<file path="src/rtl/booth_datapath.sv">
// Radix-2 Booth multiplier datapath: holds M/A/Q/Qm1 and acts on Load/Operate/Shift strobes.
// Latency: one strobe action per clock; Product registers 1 clock after Ready is sampled rising.
// Backpressure: none; the control unit sequences strobes, and illegal sequences raise sticky ProtocolErr.
module booth_datapath #(
  parameter int WIDTH = 8
) (
  input  logic                       clk,
  input  logic                       Reset,
  input  logic                       Load,
  input  logic                       Operate,
  input  logic                       Shift,
  input  logic                       Ready,
  input  logic [WIDTH-1:0]           Multiplicand,
  input  logic [WIDTH-1:0]           Multiplier,
  output logic [2*WIDTH-1:0]         Product,
  output logic                       ProductValid,
  output logic [$clog2(WIDTH+1)-1:0] ShiftCount,
  output logic                       ProtocolErr
);

  localparam int CW = $clog2(WIDTH+1);
  localparam logic [CW-1:0] CNT_MAX = CW'(WIDTH);

  // A and M carry one extra bit so that M = -2^(WIDTH-1) negates exactly.
  logic [WIDTH:0]       a_q, a_d;
  logic [WIDTH:0]       m_q, m_d;
  logic [WIDTH-1:0]     q_q, q_d;
  logic                 qm1_q, qm1_d;
  logic [2*WIDTH-1:0]   product_q, product_d;
  logic                 pvalid_q, pvalid_d;
  logic [CW-1:0]        cnt_q, cnt_d;
  logic                 err_q, err_d;
  logic                 ready_q, ready_d;

  logic [1:0]           n_strobes;
  logic                 ready_rise;
  logic                 cnt_full;

  assign n_strobes  = {1'b0, Load} + {1'b0, Operate} + {1'b0, Shift};
  assign ready_rise = Ready & ~ready_q;
  assign cnt_full   = (cnt_q == CNT_MAX);

  // Next-state: highest-priority strobe acts, then completion / Ready-edge checks.
  always_comb begin
    a_d       = a_q;
    m_d       = m_q;
    q_d       = q_q;
    qm1_d     = qm1_q;
    product_d = product_q;
    pvalid_d  = pvalid_q;
    cnt_d     = cnt_q;
    err_d     = err_q;
    ready_d   = Ready;

    if (n_strobes > 2'd1) begin
      err_d = 1'b1;
    end

    if (Load) begin
      m_d      = {Multiplicand[WIDTH-1], Multiplicand};
      q_d      = Multiplier;
      a_d      = '0;
      qm1_d    = 1'b0;
      cnt_d    = '0;
      pvalid_d = 1'b0;
    end else if (Operate) begin
      if (!cnt_full) begin
        case ({q_q[0], qm1_q})
          2'b01:   a_d = a_q + m_q;
          2'b10:   a_d = a_q - m_q;
          default: a_d = a_q;
        endcase
      end else begin
        err_d = 1'b1;
      end
    end else if (Shift) begin
      if (!cnt_full) begin
        {a_d, q_d, qm1_d} = {a_q[WIDTH], a_q, q_q};
        cnt_d             = cnt_q + CW'(1);
      end else begin
        err_d = 1'b1;
      end
    end

    // A Load in the same cycle wins over completion so the fresh operands start clean.
    if (ready_rise) begin
      if (cnt_full) begin
        if (!Load) begin
          product_d = {a_q[WIDTH-1:0], q_q};
          pvalid_d  = 1'b1;
        end
      end else begin
        err_d = 1'b1;
      end
    end
  end

  // State registers with synchronous active-high reset overriding all strobes.
  always_ff @(posedge clk) begin
    if (Reset) begin
      a_q       <= '0;
      m_q       <= '0;
      q_q       <= '0;
      qm1_q     <= 1'b0;
      product_q <= '0;
      pvalid_q  <= 1'b0;
      cnt_q     <= '0;
      err_q     <= 1'b0;
      ready_q   <= 1'b0;
    end else begin
      a_q       <= a_d;
      m_q       <= m_d;
      q_q       <= q_d;
      qm1_q     <= qm1_d;
      product_q <= product_d;
      pvalid_q  <= pvalid_d;
      cnt_q     <= cnt_d;
      err_q     <= err_d;
      ready_q   <= ready_d;
    end
  end

  assign Product      = product_q;
  assign ProductValid = pvalid_q;
  assign ShiftCount   = cnt_q;
  assign ProtocolErr  = err_q;

endmodule

</file>
<file path="config.mk">
export PLATFORM = sky130hd
export DESIGN_NAME = booth_datapath
export DESIGN_NICKNAME = d
export VERILOG_FILES = /design/src/rtl/booth_datapath.sv
export SDC_FILE = /design/constraint.sdc
export NUM_CORES = 1
export LEC_CHECK = 0
export ABC_AREA = 1
export BUFFER_PORTS_ARGS = -buffer_cell sky130_fd_sc_hd__buf_2
export CAP_MARGIN = 20
export CORE_MARGIN = 5
export CORE_UTILIZATION = 61
export DETAILED_ROUTE_END_ITERATION = 7
export PLACE_DENSITY = 0.95
export SETUP_SLACK_MARGIN = 0.5
export SYNTH_ARGS = -nofsm -noshare
export SYNTH_HDL_FRONTEND = slang
export SYNTH_SLANG_ARGS = --single-unit
export TNS_END_PERCENT = 30
</file>
<file path="constraint.sdc">
create_clock -name clk -period 3.6 [get_ports clk]
set_input_delay 0.18 -clock clk [delete_from_list [all_inputs] [get_ports clk]]
set_output_delay 0.18 -clock clk [all_outputs]
set_load 0.1 [all_outputs]
</file>
==> metrics.txt <==
core area 0.00435 mm^2; Via Count 2429; Die Area 0.00592 mm^2; Syn Std Cell Area 0.00274 mm^2; peak supply drop 228 uV; Setup TNS Final 0 ns; Syn Inst Count 361; I/O pin cnt 44; H-Tree Depth 2; register area share after synthesis 35.9%; Via density 5.41; overall routing resource usage 20.6%; total CTS buffers 5; fin util 68.6%; drc violations 0; CP Class flip-flop to flip-flop; worst skew pair latency 0.31 ns; antenna violations before repair 0; Max FO, Critical Path 4; port bufs 43; slowest CP cell ha_1; Fin. Hold Viols 0; # setup viols final 0; RD Place Congestion 0.846; Avg Inst Size Synth 7.58 um^2; Max Slew Vio Count 0; Tightest Pin Transition 0.791 ns; Clock Path Buffers 2; Mapped Nets 399; FF+latch count, synth 49; DR iter-0 viols 235; Synth async-reset ratio 0%; Final min period 2.40 ns; leakage 0.00138 uW; Crit path required time 3.81 ns; wire per inst 13.4 um; hold slack 0.0957 ns; outcome finished, final reports clean; final WL 6.02 mm; HP Class input pin to flip-flop; Layout Area Growth over Synthesis 9.24%; Most used DFF post-synth dfxtp_1; first-pass GRT wire length 10.2 mm; row count 24; cell family with most CP delay simple AND/OR/NAND/NOR gates; grt ovf 0; die width 77.0 um; Post-CTS Hold Buffers 0; Arr. time, crit path 2.61 ns; Crit path largest cell delay 0.32 ns; fraction of layout cells with a size suffix above 1 18.9%; Max-Cap Viols 0; worst clock skew 0.00805 ns; Max Clock Freq 0.417 GHz; vias in the first global route 2307; drt pass-1 iters 4; Initial Util 62.8%; RSZ-0062 raised after global routing false; Power per Cell Area 402 mW/mm^2; max_slew headroom 47.3%; Worst-path clk slew 0.09 ns; # clock sinks 49; Final nets 434; largest net degree at the start of global routing 37; crit path launch type flip-flop; Gates resized, CTS repair 0; Post-CTS Setup Bufs 0; placed wire-length estimate 4.37 mm; critical path endpoint category flip-flop; CP bufs+invs 4; clk root buf clkbuf_8; Final Cycle Share 66.6%; die height 77.0 um; Ys Warns 0; ANT cells 0; area post-placement 0.00289 mm^2; CTS tree built; CP Cell Sequence inv_1, ha_1, inv_1, nor2_1, nand3_1, nand2_1, xor2_1, inv_1, ha_1, nand2_1, inv_1, a21oi_1, nand2_1, nand3_1, nand4_1, nand2_1, nor2_1; Routed Antenna Nets 0; Yosys cell types 34; Post-synth EDFFs 0; design area 0.00299 mm^2
[metal layers]
layer	GRT usage, %	wire length [um]	up-vias
met5	0	0	-
met4	7.34	119	0
met3	4.33	336	12
met2	36.8	3020	71
met1	24.2	2540	1110
li1	-	-	1236
[registers in the layout, indices dropped and copies added (netlist names)]
register      cells
Product          16
ProductValid      1
ProtocolErr       1
ShiftCount        4
a_q               9
m_q               8
q_q               8
qm1_q             1
ready_q           1
[power breakdown]
part           switching (uW)  internal [uW]
combinational             184           97.0
sequential               13.7            563
clock                     188            156
[cells by family (layout without fill, tap and decap cells)]
kind of cell / Yosys count / in the layout / synth area share [%]
adders and majority gates: 16 / 16 / 7.59
and+or+nand+nor: 139 / 139 / 21.9
xor gates and xnor gates: 8 / 8 / 2.56
AOI/OAI and AO/OA: 81 / 81 / 20.1
buffers and inverters: 68 / 104 / 12.0
DFF: 49 / 49 / 35.9
[area by class of cell]
| cell class | instances | area [um^2] |
|---|---|---|
| multi-input combinational | 244 | 1430 |
| fill | 358 | 1370 |
| sequential | 49 | 981 |
| timing repair buffer | 43 | 215 |
| inverter | 53 | 204 |
| clock buffer | 6 | 82.6 |
| tap | 52 | 65.1 |
| clock inverter | 2 | 13.8 |
[through the flow]
step	worst slack [ns]	std cells	total power, uW
finish	1.20	449	1200
global placement	1.36	441	849
CTS	1.24	449	1200
global route	0.893	449	1260
floorplan	1.44	361	811
detailed placement	1.27	441	864
[Yosys cell counts (2+ instances only)]
master / count / area share (%)
a211oi_1: 13 / 3.6
a211oi_2: 12 / 5.5
a21oi_1: 27 / 4.9
buf_12: 2 / 1.5
buf_4: 3 / 0.82
buf_6: 3 / 1.2
clkbuf_1: 5 / 0.69
dfxtp_1: 49 / 36
ha_1: 15 / 6.9
inv_1: 50 / 6.9
inv_2: 2 / 0.27
nand2_1: 70 / 9.6
nand3_1: 14 / 2.6
nand4_1: 2 / 0.46
nor2_1: 42 / 5.8
nor2_2: 2 / 0.46
nor2_4: 2 / 0.82
nor3_1: 2 / 0.37
o21ai_0: 24 / 4.4
xor2_1: 8 / 2.6
[cell usage in the layout (no fill, tap or decap), drive strengths merged]
master  netlist  layout
clkinv        0       2
a41oi         1       1
nand4         2       2
inv          53      53
o21ai        25      25
nor3          2       2
a21oi        28      28
xor2          8       8
buf          10      43
nand3        15      15
a211oi       25      25
or2           1       1
nor2         46      46
clkbuf        5       6
ha           15      15
a21o          1       1
dfxtp        49      49
nor3b         1       1
fa            1       1
nand3b        1       1
a31oi         1       1
nand2        71      71
[tightest hold or removal path, cell delays in order]
cell    delay (ns)
buf_2         0.08
inv_1         0.04
nor2_1        0.07
[final timing paths]
kind | startpoint | end | depth (start not counted) | slack [ns]
setup / recovery | m_q[1] | a_q[8] | 17 | 1.20
hold / removal | Ready | ready_q | 3 | 0.1
setup reg to reg | m_q[1] | a_q[8] | 17 | 1.20
hold reg to reg | Product[12] | Product[12] | 2 | 0.47
No activity file was read; power rests on OpenSTA's default activity.
